File: config.mk
export PLATFORM = sky130hd
export DESIGN_NAME = pipeline_hold_ctrl_flat
export DESIGN_NICKNAME = d
export VERILOG_FILES = /design/src/rtl/pipeline_hold_ctrl_pkg.sv /design/src/rtl/pipeline_hold_ctrl_if.sv /design/src/rtl/pipeline_hold_ctrl_div_latency_fsm.sv /design/src/rtl/pipeline_hold_ctrl.sv /design/src/flat_wrapper.sv
export SDC_FILE = /design/constraint.sdc
export NUM_CORES = 1
export LEC_CHECK = 0
export ABC_AREA = 1
export CORE_UTILIZATION = 58
export CTS_BUF_LIST = sky130_fd_sc_hd__clkbuf_8
export CTS_CLUSTER_SIZE = 25
export DETAILED_ROUTE_END_ITERATION = 7
export MAX_ROUTING_LAYER = met4
export PLACE_DENSITY = 0.91
export SYNTH_ARGS = -nofsm -noshare
export SYNTH_HDL_FRONTEND = slang
export SYNTH_SLANG_ARGS = --single-unit
File: constraint.sdc
create_clock -name clk -period 3.1 [get_ports clk]
set_input_delay 0.62 -clock clk [delete_from_list [all_inputs] [get_ports clk]]
set_output_delay 0.62 -clock clk [all_outputs]
set_load 0.02 [all_outputs]
File: src/rtl/pipeline_hold_ctrl_pkg.sv
// Shared constants for the pipeline hold/flush controller: register indices,
// divide FSM encodings and the hold/flush vector driven for each request type.
package pipeline_hold_ctrl_pkg;

    localparam int NUM_PIPE_REGS = 5;

    localparam int REG_PC    = 0;
    localparam int REG_IFID  = 1;
    localparam int REG_IDEX  = 2;
    localparam int REG_EXMEM = 3;
    localparam int REG_MEMWB = 4;

    typedef logic [NUM_PIPE_REGS-1:0] regvec_t;

    typedef enum logic [1:0] {
        DIV_IDLE = 2'd0,
        DIV_BUSY = 2'd1,
        DIV_DONE = 2'd2
    } div_state_e;

    typedef struct packed {
        regvec_t hold;
        regvec_t flush;
    } hold_flush_t;

    // Bit i of each vector addresses pipeline register i (PC is bit 0).
    localparam hold_flush_t HF_RESET   = '{hold: 5'b00000, flush: 5'b11111};
    localparam hold_flush_t HF_EXC     = '{hold: 5'b00000, flush: 5'b11110};
    localparam hold_flush_t HF_MEMWAIT = '{hold: 5'b01111, flush: 5'b10000};
    localparam hold_flush_t HF_DIV     = '{hold: 5'b00111, flush: 5'b01000};
    localparam hold_flush_t HF_LOADUSE = '{hold: 5'b00011, flush: 5'b00100};
    localparam hold_flush_t HF_BRANCH  = '{hold: 5'b00000, flush: 5'b00010};
    localparam hold_flush_t HF_NONE    = '{hold: 5'b00000, flush: 5'b00000};

endpackage

File: src/rtl/pipeline_hold_ctrl_if.sv
// Request/response bundle between the pipeline stages (master) and the
// hold/flush controller (slave).
interface pipeline_hold_ctrl_if;
    import pipeline_hold_ctrl_pkg::*;

    logic        load_use;
    logic        branch_taken;
    logic        div_start;
    logic        mem_wait;
    logic        exc_flush;
    regvec_t     hold;
    regvec_t     flush;
    logic        div_ready;
    logic [31:0] stall_cycles;

    modport master (
        output load_use, branch_taken, div_start, mem_wait, exc_flush,
        input  hold, flush, div_ready, stall_cycles
    );

    modport slave (
        input  load_use, branch_taken, div_start, mem_wait, exc_flush,
        output hold, flush, div_ready, stall_cycles
    );

endinterface

File: src/rtl/pipeline_hold_ctrl_div_latency_fsm.sv
// Multi-cycle divide tracker: stalls the front of the pipe for DIV_CYCLES
// cycles, then presents div_ready until MEM lets the result move on.
module div_latency_fsm
    import pipeline_hold_ctrl_pkg::*;
#(
    parameter int DIV_CYCLES = 32,
    parameter int CNT_W      = $clog2(DIV_CYCLES)
) (
    input  logic clk,
    input  logic rst,
    input  logic div_start,
    input  logic mem_wait,
    input  logic exc_flush,
    output logic div_stall,
    output logic div_ready
);

    // The IDLE cycle that sees div_start is already a stall cycle, so BUSY
    // only needs to cover the remaining DIV_CYCLES-1 cycles.
    localparam logic [CNT_W-1:0] CNT_START = CNT_W'(DIV_CYCLES - 2);

    div_state_e       state_q, state_d;
    logic [CNT_W-1:0] cnt_q, cnt_d;

    always_comb begin
        state_d = state_q;
        cnt_d   = cnt_q;
        if (rst || exc_flush) begin
            state_d = DIV_IDLE;
            cnt_d   = '0;
        end else begin
            case (state_q)
                DIV_IDLE: begin
                    if (div_start) begin
                        state_d = DIV_BUSY;
                        cnt_d   = CNT_START;
                    end
                end
                DIV_BUSY: begin
                    if (cnt_q == '0) begin
                        state_d = DIV_DONE;
                    end else begin
                        cnt_d = cnt_q - CNT_W'(1);
                    end
                end
                DIV_DONE: begin
                    if (!mem_wait) begin
                        state_d = DIV_IDLE;
                    end
                end
                default: begin
                    state_d = DIV_IDLE;
                    cnt_d   = '0;
                end
            endcase
        end
    end

    always_ff @(posedge clk) begin
        state_q <= state_d;
        cnt_q   <= cnt_d;
    end

    assign div_stall = ((state_q == DIV_IDLE) && div_start) || (state_q == DIV_BUSY);
    assign div_ready = (state_q == DIV_DONE) && !exc_flush && !rst;

endmodule

File: src/rtl/pipeline_hold_ctrl.sv
// Central stall/flush arbiter: turns stage hazard requests into per-register
// hold/flush controls and counts cycles in which anything is held.
module pipeline_hold_ctrl
    import pipeline_hold_ctrl_pkg::*;
#(
    parameter int          NUM_REGS      = NUM_PIPE_REGS,
    parameter int          DIV_CYCLES    = 32,
    parameter int          CNT_W         = $clog2(DIV_CYCLES),
    parameter logic [31:0] STALL_RST_VAL = 32'h0
) (
    input  logic                 clk,
    input  logic                 rst,
    pipeline_hold_ctrl_if.slave  bus
);

    logic                div_stall;
    logic                div_ready;
    logic [NUM_REGS-1:0] hold_c;
    logic [NUM_REGS-1:0] flush_c;
    hold_flush_t         sel;
    logic [31:0]         stall_cycles_q, stall_cycles_d;

    function automatic logic [31:0] sat_inc(input logic [31:0] v);
        return (v == 32'hFFFF_FFFF) ? v : v + 32'd1;
    endfunction

    div_latency_fsm #(
        .DIV_CYCLES (DIV_CYCLES),
        .CNT_W      (CNT_W)
    ) u_div_fsm (
        .clk       (clk),
        .rst       (rst),
        .div_start (bus.div_start),
        .mem_wait  (bus.mem_wait),
        .exc_flush (bus.exc_flush),
        .div_stall (div_stall),
        .div_ready (div_ready)
    );

    // A taken branch is dropped under any stall; ID re-presents it afterwards.
    always_comb begin
        sel = HF_NONE;
        if (rst) begin
            sel = HF_RESET;
        end else if (bus.exc_flush) begin
            sel = HF_EXC;
        end else if (bus.mem_wait) begin
            sel = HF_MEMWAIT;
        end else if (div_stall) begin
            sel = HF_DIV;
        end else if (bus.load_use) begin
            sel = HF_LOADUSE;
        end else if (bus.branch_taken) begin
            sel = HF_BRANCH;
        end
        hold_c  = sel.hold;
        flush_c = sel.flush;
    end

    always_comb begin
        stall_cycles_d = stall_cycles_q;
        if (rst) begin
            stall_cycles_d = STALL_RST_VAL;
        end else if (|hold_c) begin
            stall_cycles_d = sat_inc(stall_cycles_q);
        end
    end

    always_ff @(posedge clk) begin
        stall_cycles_q <= stall_cycles_d;
    end

    assign bus.hold         = hold_c;
    assign bus.flush        = flush_c;
    assign bus.div_ready    = div_ready;
    assign bus.stall_cycles = stall_cycles_q;

endmodule

File: src/flat_wrapper.sv
// flat-port wrapper written by rule: the top's interface ports become plain ports
module pipeline_hold_ctrl_flat import pipeline_hold_ctrl_pkg::*;
#(
    parameter int          NUM_REGS      = NUM_PIPE_REGS,
    parameter int          DIV_CYCLES    = 32,
    parameter int          CNT_W         = $clog2(DIV_CYCLES),
    parameter logic [31:0] STALL_RST_VAL = 32'h0
)
  (clk, rst, bus_load_use, bus_branch_taken, bus_div_start, bus_mem_wait, bus_exc_flush, bus_hold, bus_flush, bus_div_ready, bus_stall_cycles);
  pipeline_hold_ctrl_if bus_i ();
  input  logic clk;
  input  logic rst;
  input wire logic [$bits(bus_i.load_use)-1:0] bus_load_use;
  input wire logic [$bits(bus_i.branch_taken)-1:0] bus_branch_taken;
  input wire logic [$bits(bus_i.div_start)-1:0] bus_div_start;
  input wire logic [$bits(bus_i.mem_wait)-1:0] bus_mem_wait;
  input wire logic [$bits(bus_i.exc_flush)-1:0] bus_exc_flush;
  output wire logic [$bits(bus_i.hold)-1:0] bus_hold;
  output wire logic [$bits(bus_i.flush)-1:0] bus_flush;
  output wire logic [$bits(bus_i.div_ready)-1:0] bus_div_ready;
  output wire logic [$bits(bus_i.stall_cycles)-1:0] bus_stall_cycles;
  assign bus_i.load_use = bus_load_use;
  assign bus_i.branch_taken = bus_branch_taken;
  assign bus_i.div_start = bus_div_start;
  assign bus_i.mem_wait = bus_mem_wait;
  assign bus_i.exc_flush = bus_exc_flush;
  assign bus_hold = bus_i.hold;
  assign bus_flush = bus_i.flush;
  assign bus_div_ready = bus_i.div_ready;
  assign bus_stall_cycles = bus_i.stall_cycles;
  pipeline_hold_ctrl #(.NUM_REGS(NUM_REGS), .DIV_CYCLES(DIV_CYCLES), .CNT_W(CNT_W), .STALL_RST_VAL(STALL_RST_VAL)) u_core (.clk(clk), .rst(rst), .bus(bus_i));
endmodule
==> flow_summary.json <==
{
  "cts_resized": 0,
  "utilization_pct": 76.2,
  "fp.dieH_um": 68.5,
  "syn_area_per_cell_um2": 6.02,
  "synth-seq-cells": 39,
  "dpl.hpwl_um": 4810,
  "grt_pass1_wl_um": 10800,
  "synthArstFlopShare_pct": 0,
  "cts_hold_buf": 0,
  "ys.flop_type": "dfxtp_1",
  "rsz0062_at_grt": "no",
  "synth.net_count": 435,
  "num_vias": 2748,
  "grt_pass1_vias": 2559,
  "reg2reg_depth": 11,
  "drive_gt1_share_pct": 6.77,
  "synth.most_common_cell": "nand2_1",
  "fmax_mhz": 343,
  "ir_drop_mv": 0.256,
  "r2r_setup_slack_ns": 1.06,
  "die_area_um2": 4690,
  "io_buffers": 48,
  "crit_required_ns": 2.48,
  "startpoint_type": "input port",
  "overflow": 0,
  "status": "finished clean",
  "dp_slack_ns": 0.195,
  "drtAntennaViolNets": 0,
  "synth_top_cell_by_area": "dfxtp_1",
  "clock_power_share_pct": 37.9,
  "htreeDepth": 2,
  "core-area_um2": 4120,
  "crit_fanout": 9,
  "stdcell_area_um2": 3140,
  "finClkSkew_ns": 0.00570,
  "hp-start": "u_core.u_div_fsm.cnt_q[4]",
  "antenna_found_initial": 0,
  "netSwitchingPower_w": 0.000261,
  "period_needed_ns": 2.92,
  "power_frac_comb_pct": 11.1,
  "r2r-end": "u_core.bus.stall_cycles[26]",
  "final_nets": 481,
  "power.density_nw_per_um2": 322,
  "placed_cell_area_um2": 3040,
  "critPathCaptureType": "output port",
  "wire_per_inst_um": 12.4,
  "wl_met2_um": 3140,
  "setup_viol_count_final": 0,
  "cts_buffers": 5,
  "track_usage_pct": 31.8,
  "n_antenna_cell": 0,
  "top_layer_used": "met4",
  "start_util_pct": 62.3,
  "row_count": 23,
  "synth_area_leaders": "dfxtp_1 (30%), nand2_1 (22%), nor2_1 (12%), inv_1 (5.9%), a21oi_1 (5.5%)",
  "min_path_type": "flip-flop to flip-flop",
  "synth_edf_count": 0,
  "areaGrowthSynthToFinish_pct": 22.4,
  "seq_area_frac_synth_pct": 30.5,
  "worst-setup-path-type": "input port to output port",
  "synth_area_um2": 2560,
  "netlist.area_leader.share_pct": 30.5,
  "dr.pass1.iters": 7,
  "drt-met1-wl_um": 2850,
  "synth_cell_type_count": 29,
  "vias_per_cell": 5.25,
  "setup_ws_ns": 0.182,
  "cts_setup_buffers": 0,
  "yosysWarnings": 0,
  "hold_depth": 2,
  "cts.clk_slew.worst_paths_ns": 0.07,
  "min_to": "u_core.u_div_fsm.cnt_q[4]",
  "internal-power_w": 0.000750,
  "swShare_pct": 25.8,
  "clkSinkCount": 39,
  "drtIter0Drc": 177,
  "cp.arrival_ns": 2.30,
  "gp_congestion": 0.918,
  "dr_wl_met3_um": 395,
  "die_w_um": 68.5,
  "route.detailed.drc": 0,
  "syn_inst": 426,
  "root_buffer": "clkbuf_8",
  "reg2reg_from": "u_core.bus.stall_cycles[0]",
  "p_leak_nw": 1.16,
  "drt-total-wl_um": 6500,
  "grt_max_degree": 27,
  "synth_top_cells_by_count": "nand2_1 (147), nor2_1 (80), inv_1 (40), dfxtp_1 (39), a21oi_1 (28)",
  "pin_count": 50,
  "clockBufferDepth": 2,
  "power_frac_seq_pct": 51.0,
  "slew_viol_final": 0,
  "cap_violations": 0,
  "setup_tns_ns": 0,
  "finalCritPeriodShare_pct": 94.1,
  "clock_latency_ns": 0.30,
  "final_hold_viol_count": 0,
  "cts_tree": "yes"
}
power groups by stage:
stage	Clock (W)	Sequential, W	Combinational [W]
2_1_floorplan	0	0.000526	0.0000785
3_3_place_gp	0	0.000526	0.000108
3_5_place_dp	0	0.000527	0.000111
4_1_cts	0.000384	0.000515	0.000112
5_1_grt	0.000405	0.000516	0.000124
6_report	0.000383	0.000515	0.000113
worst max path at each step:
| stage | to | cells past startpoint | slack (ns) | startpoint |
|---|---|---|---|---|
| after CTS | bus_hold[2] | 5 | 0.18 | rst |
| after global placement | bus_hold[2] | 5 | 0.21 | rst |
| after global routing | bus_hold[2] | 5 | 0.09 | rst |
| after detailed placement | bus_hold[2] | 5 | 0.20 | rst |
| final | bus_hold[2] | 5 | 0.18 | rst |
| after floorplan | bus_flush[2] | 5 | 0.68 | rst |
metrics by stage:
stage                     total power, W  hold slack, ns  instances
final                            0.00101           0.466        523
after global routing             0.00104           0.491        523
after CTS                        0.00101           0.466        523
after detailed placement        0.000637           0.456        515
after global placement          0.000634           0.456        515
after floorplan                 0.000604           0.443        426
critical path, stage by stage:
cell	delay, ns
clkdlybuf4s50_1	0.46
nor2_4	0.13
clkinv_1	0.23
a21oi_1	0.23
clkdlybuf4s50_1	0.63
kinds of logic (layout without fill, tap and decap cells):
| kind of cell | count (synthesis) | after routing | share of synthesized area [%] |
|---|---|---|---|
| buf+inv | 56 | 103 | 10.2 |
| flops | 39 | 39 | 30.5 |
| other cells | 1 | 1 | 0.146 |
| fa+ha+maj | 2 | 2 | 0.976 |
| simple gates | 276 | 276 | 45.6 |
| xor+xnor | 14 | 14 | 4.78 |
| compound gates | 38 | 38 | 7.81 |
cells in the final DEF, fill, tap and decap left out, types with 5 or more instances in the layout:
cell	synthesis	routed
clkdlybuf4s50_1	0	48
nor2_2	7	7
xor2_1	8	8
nand2_1	147	147
a21oi_1	28	28
nor2_1	80	80
o21ai_0	5	5
clkbuf_8	0	7
xnor2_1	6	6
dfxtp_1	39	39
nand3_1	17	17
inv_1	40	41
nand4_1	10	10
registers in the layout, indices dropped and copies added, names as in the netlist:
signal	count
u_core.bus.stall_cycles	32
u_core.u_div_fsm.cnt_q	5
u_core.u_div_fsm.state_q	2
layer usage:
| metal | global-route usage, % | up-vias |
|---|---|---|
| met5 | - | - |
| met4 | 12.8 | 0 |
| met3 | 5.83 | 14 |
| met2 | 53.8 | 91 |
| met1 | 36.8 | 1236 |
| li1 | - | 1407 |
area by class of cell:
type | instances | area [µm²]
Clock buffer | 7 | 96.3
Clock inverter | 1 | 3.75
Fill cell | 353 | 978
Inverter | 43 | 161
Multi-Input combinational cell | 331 | 1520
Sequential cell | 39 | 781
Tap cell | 50 | 62.6
Timing Repair Buffer | 52 | 510
Power figures use the tool's default switching activity.
